`config.mk`:
```
export PLATFORM = sky130hd
export DESIGN_NAME = melody_sequencer
export DESIGN_NICKNAME = d
export VERILOG_FILES = /design/src/rtl/melody_sequencer.sv
export SDC_FILE = /design/constraint.sdc
export NUM_CORES = 1
export LEC_CHECK = 0
export BUFFER_PORTS_ARGS = -buffer_cell sky130_fd_sc_hd__buf_2
export CELL_PAD_IN_SITES_DETAIL_PLACEMENT = 1
export CELL_PAD_IN_SITES_GLOBAL_PLACEMENT = 1
export CORE_MARGIN = 5
export CORE_UTILIZATION = 30
export DETAILED_ROUTE_END_ITERATION = 12
export PLACE_DENSITY_LB_ADDON = 0.3
export SYNTH_ARGS = -nofsm -noshare
export SYNTH_HDL_FRONTEND = slang
export SYNTH_SLANG_ARGS = --single-unit
```
`constraint.sdc`:
```
create_clock -name clk -period 2.8 [get_ports clk]
set_input_delay 0.28 -clock clk [delete_from_list [all_inputs] [get_ports clk]]
set_output_delay 0.28 -clock clk [all_outputs]
set_load 0.005 [all_outputs]
```
`src/rtl/melody_sequencer.sv`:
```
// Melody sequencer: steps a fixed 26-note table at a set tempo and drives the speaker.
// Optional TEMPO_SEL_EN adds a 2-bit tempo input that scales the beat period.
module melody_sequencer #(
    parameter int BEAT_DIV  = 6250000,
    parameter int GAP_CYC   = 625000,
    parameter int NUM_STEPS = 26
) (
    input  logic        clk,
    input  logic        rst_n,
    input  logic        start,
    input  logic        stop,
    input  logic        pause,
    input  logic        loop_en,
`ifdef TEMPO_SEL_EN
    input  logic [1:0]  tempo,
`endif
    input  logic [13:0] tones,
    output logic        nota,
    output logic [7:0]  step,
    output logic [3:0]  note_code,
    output logic        busy,
    output logic        done
);

    typedef enum logic [1:0] {IDLE, PLAY, GAP} state_t;

    localparam logic [7:0]  LAST_STEP = 8'(NUM_STEPS - 1);
    localparam logic [31:0] GAP_LAST  = (GAP_CYC > 0) ? 32'(GAP_CYC - 1) : 32'd0;

    state_t      state_q, state_d;
    logic [7:0]  step_q, step_d;
    logic [31:0] beat_q, beat_d;
    logic [2:0]  unit_q, unit_d;
    logic [31:0] gap_q, gap_d;
    logic        nota_q, nota_d;
    logic        done_q, done_d;
    logic [31:0] beat_last;
    logic [2:0]  unit_last;
    logic [15:0] tones_ext;
    logic        sel_tone;
    state_t      adv_state;
    logic [7:0]  adv_step;
    logic        adv_done;

    function automatic logic [3:0] code_of(input logic [7:0] s);
        logic [3:0] c;
        case (s)
            8'd0, 8'd2, 8'd4, 8'd6, 8'd8:              c = 4'd6;
            8'd1, 8'd5, 8'd9, 8'd13:                   c = 4'd2;
            8'd3, 8'd7, 8'd11, 8'd15, 8'd19, 8'd23:    c = 4'd3;
            8'd10, 8'd12, 8'd14, 8'd16:                c = 4'd0;
            8'd17, 8'd21, 8'd25:                       c = 4'd5;
            8'd18, 8'd20, 8'd22, 8'd24:                c = 4'd7;
            default:                                   c = 4'd11;
        endcase
        return c;
    endfunction

`ifdef TEMPO_SEL_EN
    logic [1:0] tempo_q, tempo_d;
    logic [1:0] tempo_eff;

    // Tempo 3 is clamped to 2; the shift only ever uses the latched value.
    always_comb begin
        tempo_eff = (tempo_q == 2'd3) ? 2'd2 : tempo_q;
        beat_last = (32'(BEAT_DIV) << tempo_eff) - 32'd1;
    end
`else
    assign beat_last = 32'(BEAT_DIV) - 32'd1;
`endif

    assign unit_last = (step_q == 8'd25) ? 3'd3 : 3'd0;
    assign note_code = (state_q == IDLE) ? 4'd11 : code_of(step_q);
    assign tones_ext = {2'b00, tones};
    assign sel_tone  = tones_ext[note_code];

    // End-of-step decision: next step, wrap when looping, or finish.
    always_comb begin
        adv_state = PLAY;
        adv_step  = step_q + 8'd1;
        adv_done  = 1'b0;
        if (step_q >= LAST_STEP) begin
            adv_step = 8'd0;
            if (!loop_en) begin
                adv_state = IDLE;
                adv_done  = 1'b1;
            end
        end
    end

    // Next-state and datapath; stop overrides everything, pause freezes.
    always_comb begin
        state_d = state_q;
        step_d  = step_q;
        beat_d  = beat_q;
        unit_d  = unit_q;
        gap_d   = gap_q;
        nota_d  = 1'b0;
        done_d  = 1'b0;
`ifdef TEMPO_SEL_EN
        tempo_d = tempo_q;
`endif
        if (stop) begin
            state_d = IDLE;
            step_d  = 8'd0;
            beat_d  = 32'd0;
            unit_d  = 3'd0;
            gap_d   = 32'd0;
        end else begin
            case (state_q)
                IDLE: begin
                    if (start) begin
                        state_d = PLAY;
                        step_d  = 8'd0;
                        beat_d  = 32'd0;
                        unit_d  = 3'd0;
                        gap_d   = 32'd0;
`ifdef TEMPO_SEL_EN
                        tempo_d = tempo;
`endif
                    end
                end
                PLAY: begin
                    if (!pause) begin
                        nota_d = sel_tone;
                        if (beat_q == beat_last) begin
                            beat_d = 32'd0;
`ifdef TEMPO_SEL_EN
                            tempo_d = tempo;
`endif
                            if (unit_q == unit_last) begin
                                unit_d = 3'd0;
                                if (GAP_CYC == 0) begin
                                    state_d = adv_state;
                                    step_d  = adv_step;
                                    done_d  = adv_done;
                                end else begin
                                    state_d = GAP;
                                    gap_d   = 32'd0;
                                end
                            end else begin
                                unit_d = unit_q + 3'd1;
                            end
                        end else begin
                            beat_d = beat_q + 32'd1;
                        end
                    end
                end
                GAP: begin
                    if (!pause) begin
                        if (gap_q == GAP_LAST) begin
                            gap_d   = 32'd0;
                            state_d = adv_state;
                            step_d  = adv_step;
                            done_d  = adv_done;
                        end else begin
                            gap_d = gap_q + 32'd1;
                        end
                    end
                end
                default: begin
                    state_d = IDLE;
                    step_d  = 8'd0;
                end
            endcase
        end
    end

    // State and counter registers.
    always_ff @(posedge clk or negedge rst_n) begin
        if (!rst_n) begin
            state_q <= IDLE;
            step_q  <= 8'd0;
            beat_q  <= 32'd0;
            unit_q  <= 3'd0;
            gap_q   <= 32'd0;
            nota_q  <= 1'b0;
            done_q  <= 1'b0;
`ifdef TEMPO_SEL_EN
            tempo_q <= 2'd0;
`endif
        end else begin
            state_q <= state_d;
            step_q  <= step_d;
            beat_q  <= beat_d;
            unit_q  <= unit_d;
            gap_q   <= gap_d;
            nota_q  <= nota_d;
            done_q  <= done_d;
`ifdef TEMPO_SEL_EN
            tempo_q <= tempo_d;
`endif
        end
    end

    assign nota = nota_q;
    assign step = step_q;
    assign done = done_q;
    assign busy = (state_q != IDLE);

endmodule
```
Word-level counts from Yosys, hierarchy flattened
Memory sizes are Yosys's and may differ from the RTL's. Index checks and enable logic that the tools add are counted.

Register bits after elaboration: 79. Bits in read-only memories: 128. Bits of input ports: 20. Output and inout port bits: 15. Logic and storage cells: 85. Memories: 1.

Add/sub/neg operators: 4. $lt $le $gt $ge: 2. Eq/ne operators: 13. Mux-type cells: 48. Reduce and logical (&&, ||, !) cells: 10.

Memories: (no name shown) (words 32, width 4, read ports 1, clocked after Yosys merged registers in 0, write ports 0, line 47) `case (s)`.

Operators by type and width (count): $mux W32 (10); $pmux W32 S3 (1); $add A32 B1 Y32 const B (2); $pmux W32 S2 (1); $mux W8 (5); $eq A32 B20 Y1 const B (1); $eq A32 B23 Y1 const B (1); $pmux W8 S3 (1); $ne A3 B3 Y1 const B (6); $mux W2 (8); $mux W3 (5); $mux W1 (12); $reduce_and A6 Y1 (2); $add A8 B1 Y8 const B (1); $eq A8 B5 Y1 const B (1); $ge A8 B5 Y1 const B (1); $mux W4 (2); $reduce_and A4 Y1 (2); $pmux W2 S3 (1); $pmux W3 S2 (1); $lt A4 B5 Y1 const B (1); $bmux W1 S4 (1); $reduce_bool A4 Y1 (1); $add A3 B1 Y3 const B (1); 9 further kinds (9).

Longest topological paths before layout
Depth in word-level cells: 8. Gate-level depth with buffers: 10. Mapped depth without buffers: 8.

Worst setup path after synthesis
Ideal clock, no wire load.

Path type: reg2reg. Start point: register state_q[0]. End point: register beat_q[27]. Setup time: 121 ps. Data arrival time: 2189 ps. Required time: 2679 ps. Setup slack: 490 ps. Cell stages (with the launch flop): 11. Buffers on the path: 2. Period minus slack after synthesis: 2310 ps. Cells stage by stage: dfrtp_1 inv_1 ha_1 or2_2 a31oi_1 clkbuf_1 nor3_1 buf_2 nand4_1 xor2_1 nor2_1.

Cells in the longest elaborated chain, start to end: 3. Elaborated cells on any way between the ends: 8.

RTL lines: start: declaration (line 30) `state_t state_q, state_d;`; start signal: assignment (line 183) `state_q <= state_d;`; $eq A2 B1 Y1 or $logic_not A2 Y1 (tied branches) (line 110) `case (state_q)`; $ne A3 B3 Y1 (no source line), or another cell as far along; $reduce_and A3 Y1 (no source line) or $mux W32 (tied branches); end signal: assignment (line 185) `beat_q <= beat_d;`; end: declaration (line 32) `logic [31:0] beat_q, beat_d;`.

Several ways; a longest one is shown, not always the timed one. A chain may end at the register's enable or synchronous reset.

Worst setup path in the final report
Start point: register step_q[1], in the netlist step[1]. End point: register nota_q, in the netlist nota.

Cells in the longest elaborated chain, start to end: 8.

RTL lines: start: declaration (line 31) `logic [7:0] step_q, step_d;`; start signal: assignment (line 184) `step_q <= step_d;`; $mem_v2 Z32 W4; $mux W4 (line 47); $mux W4 (line 73) `assign note_code = (state_q == IDLE) ? 4'd11 : code_of(step_q);`; $bmux W1 S4 (line 75) `assign sel_tone = tones_ext[note_code];`; $mux W1 (not written as such) (line 75); $mux W1 (line 124) `if (!pause) begin`; $mux W1 (line 110); $mux W1 (line 103) `if (stop) begin`; net nota_d (line 35) `logic nota_q, nota_d;`; end signal: assignment (line 188) `nota_q <= nota_d;`; end: declaration (line 35).

The timed path passes the listed nets, and every way through them passes these cells. The select of a mux whose other input is x is not followed.

==> impl_metrics.tcl <==
set metrics [dict create \
    cts_tree "done" \
    start_kind "flip-flop" \
    p_comb_frac 0.316 \
    ff_latch_area_um2 1980 \
    hpwl_um 9620 \
    timing.final.crit_share 0.923 \
    setup_viol 0 \
    ys.flop_type "dfrtp_1" \
    slew_viol_final 0 \
    post-route-util 0.354 \
    avgSynthCellArea_um2 8.84 \
    grt_usage 0.146 \
    ys_ff_latch 79 \
    p_per_area_nw_per_um2 609 \
    status "complete, no violations" \
    dr.pass1.iters 4 \
    yosys_warnings 0 \
    fmax_ghz 0.387 \
    synth_area_leaders "dfrtp_1 40%, o21ai_1 4.7%, nor2_1 4.6%" \
    port_buffers 32 \
    wire_per_inst_um 17.1 \
    numClockSinks 79 \
    nNetsFinal 621 \
    stdcell_area_um2 5660 \
    root_buffer "clkbuf_16" \
    peakVddDrop_mv 0.515 \
    grt-ovfl-total 0 \
    slew_headroom 0.302 \
    leakagePower_nw 2.43 \
    totalWireLength_um 13800 \
    switching_share 0.349 \
    area_growth_syn_to_layout_pct 15.1 \
    min_path_type "primary input to async pin" \
    fin_crit_ps 2580 \
    r2r_cells 8 \
    clock_path_buffers 2 \
    path_class "flip-flop to flip-flop" \
    start_util 0.307 \
    antenna_left 0 \
    pwr-share-seq 0.349 \
    cts_max_level 3 \
    core_area_um2 16000 \
    grt_pass1_vias 4609 \
    timing.final.ws_setup_ps 216 \
    grt_pass1_wl_um 23500 \
    fillers 1936 \
    netSwitchingPower_mw 1.20 \
    finClkSkew_ps 6.59 \
    drive_above_1_share 0.150 \
    synthesis.nets 589 \
    fp-row-count 46 \
    n_antenna_cell 0 \
    intPower_mw 2.24 \
    hold_buffers 0 \
    synth_area_leader_cell "dfrtp_1" \
    place_area_um2 5370 \
    cp_max_fo 7 \
    arrival_ps 2830 \
    grt_max_degree 80 \
    syn-cell-area_um2 4920 \
    drc 0 \
    yosys.cell_types.count 60 \
    hold_slack_ps 114 \
    die_area_um2 19100 \
    gp_congestion 0.774 \
    crit_path_end_kind "flip-flop" \
    vias_per_cell 5.41 \
    worstMarginPinSlew_ps 1050 \
    totalNegativeSetupSlack_ps 0 \
    cts_buffers 9 \
    required_ps 3040 \
    synthCells 556 \
    vias 4374 \
    multi_input_area_um2 2790 \
    grt_setup_unrepaired "no" \
    clock_latency_ps 340 \
    place_ws_ps 155 \
    ys_seq_area_frac 0.402 \
    finalHoldViolations 0 \
    drt_iter0_markers 183 \
    antenna_found_initial 0 \
    ioPinCount 35 \
    maxCapViolations 0 \
    async_reset_ff_frac 1.00 \
    fp.dieW_um 138 \
    die_y_um 138 \
    clk_pin_slew_ps 60 \
    synth_edf_count 0 \
    synthDominantCellAreaShare 0.402 \
    p_clk_frac 0.334 \
]
## cells by family (layout without fill, tap and decap cells)
group | after synthesis | in the layout | synth area share
and+or+nand+nor | 261 | 261 | 0.290
AOI/OAI and AO/OA | 125 | 125 | 0.166
DFF | 79 | 79 | 0.402
buffers and inverters | 38 | 74 | 0.0336
xor gates and xnor gates | 27 | 27 | 0.0481
adders and majority gates | 13 | 13 | 0.0331
muxes | 13 | 13 | 0.0267
## path summary, 6_finish.rpt
check                                from          to  slack, ps
max in group asynchronous           rst_n   gap_q[27]       2010
worst max register to register    step[1]        nota        220
worst min register to register  beat_q[1]   beat_q[1]        510
min in group clk                    pause        done        180
worst max-delay path              step[1]        nota        220
worst min-delay path                rst_n  beat_q[11]        110
## area by class of cell
type                       count  area share
clock buffer                  10      0.0405
clock inverter                 5     0.00884
inverter                      10     0.00663
multi-input combinational    439       0.493
sequential                    79       0.349
tap                          216      0.0478
timing repair buffer          49      0.0535
## timing repair
item,CTS,global route
endpoints found under the setup margin,0,21
setup buffers,0,0
resized for setup,0,1
## placed cells by master (no fill, tap or decap), types with 17 or more instances in the layout
master	count
dfrtp_1	79
o21ai_1	45
nand2_1	48
nand3_1	25
and3_1	20
xor2_1	20
nor2_1	60
buf_4	17
o21ai_0	19
buf_2	31
nand4_1	31
## critical path, cell delays in order, from the launching register on
cell      delay, ps
dfrtp_1         440
inv_1           190
ha_1            220
nor4bb_1        460
o21ai_4         200
mux2i_1         160
mux2_2          260
or3_1           320
a211oi_1        240
## power groups by stage
stage                     combinational, mW  clock (mW)  sequential (mW)
after floorplan                       0.737           0             1.22
after detailed placement               1.10           0             1.23
after global routing                   1.21        1.23             1.21
final                                  1.09        1.15             1.20
after global placement                 1.06           0             1.22
after CTS                              1.10        1.19             1.20
## flip-flops by register name, summed over array words and instances (netlist names)
signal,count
beat_q,32
gap_q,32
step,8
unit_q,3
state_q,2
done,1
nota,1
## metal layers
layer / vias up / share of wire / global-route usage
li1: 2109 / - / -
met1: 2216 / 0.47 / 0.189
met2: 38 / 0.49 / 0.246
met3: 11 / 0.021 / 0.0286
met4: 0 / 0.015 / 0.0421
met5: - / 0 / 0
## per-stage QoR
| step | std cells | power (mW) |
|---|---|---|
| final | 808 | 3.45 |
| after global routing | 808 | 3.65 |
| after CTS | 808 | 3.50 |
| after detailed placement | 793 | 2.33 |
| after global placement | 793 | 2.28 |
| after floorplan | 556 | 1.95 |
## Yosys cell counts (13+ instances only)
cell type	n
dfrtp_1	79
nor2_1	60
nand2_1	48
o21ai_1	46
nand4_1	31
nand3_1	25
and3_1	20
xor2_1	20
o21ai_0	19
clkbuf_1	15
nor4_1	15
a21oi_1	13
ha_1	13
No activity file was read; power rests on OpenSTA's default activity.
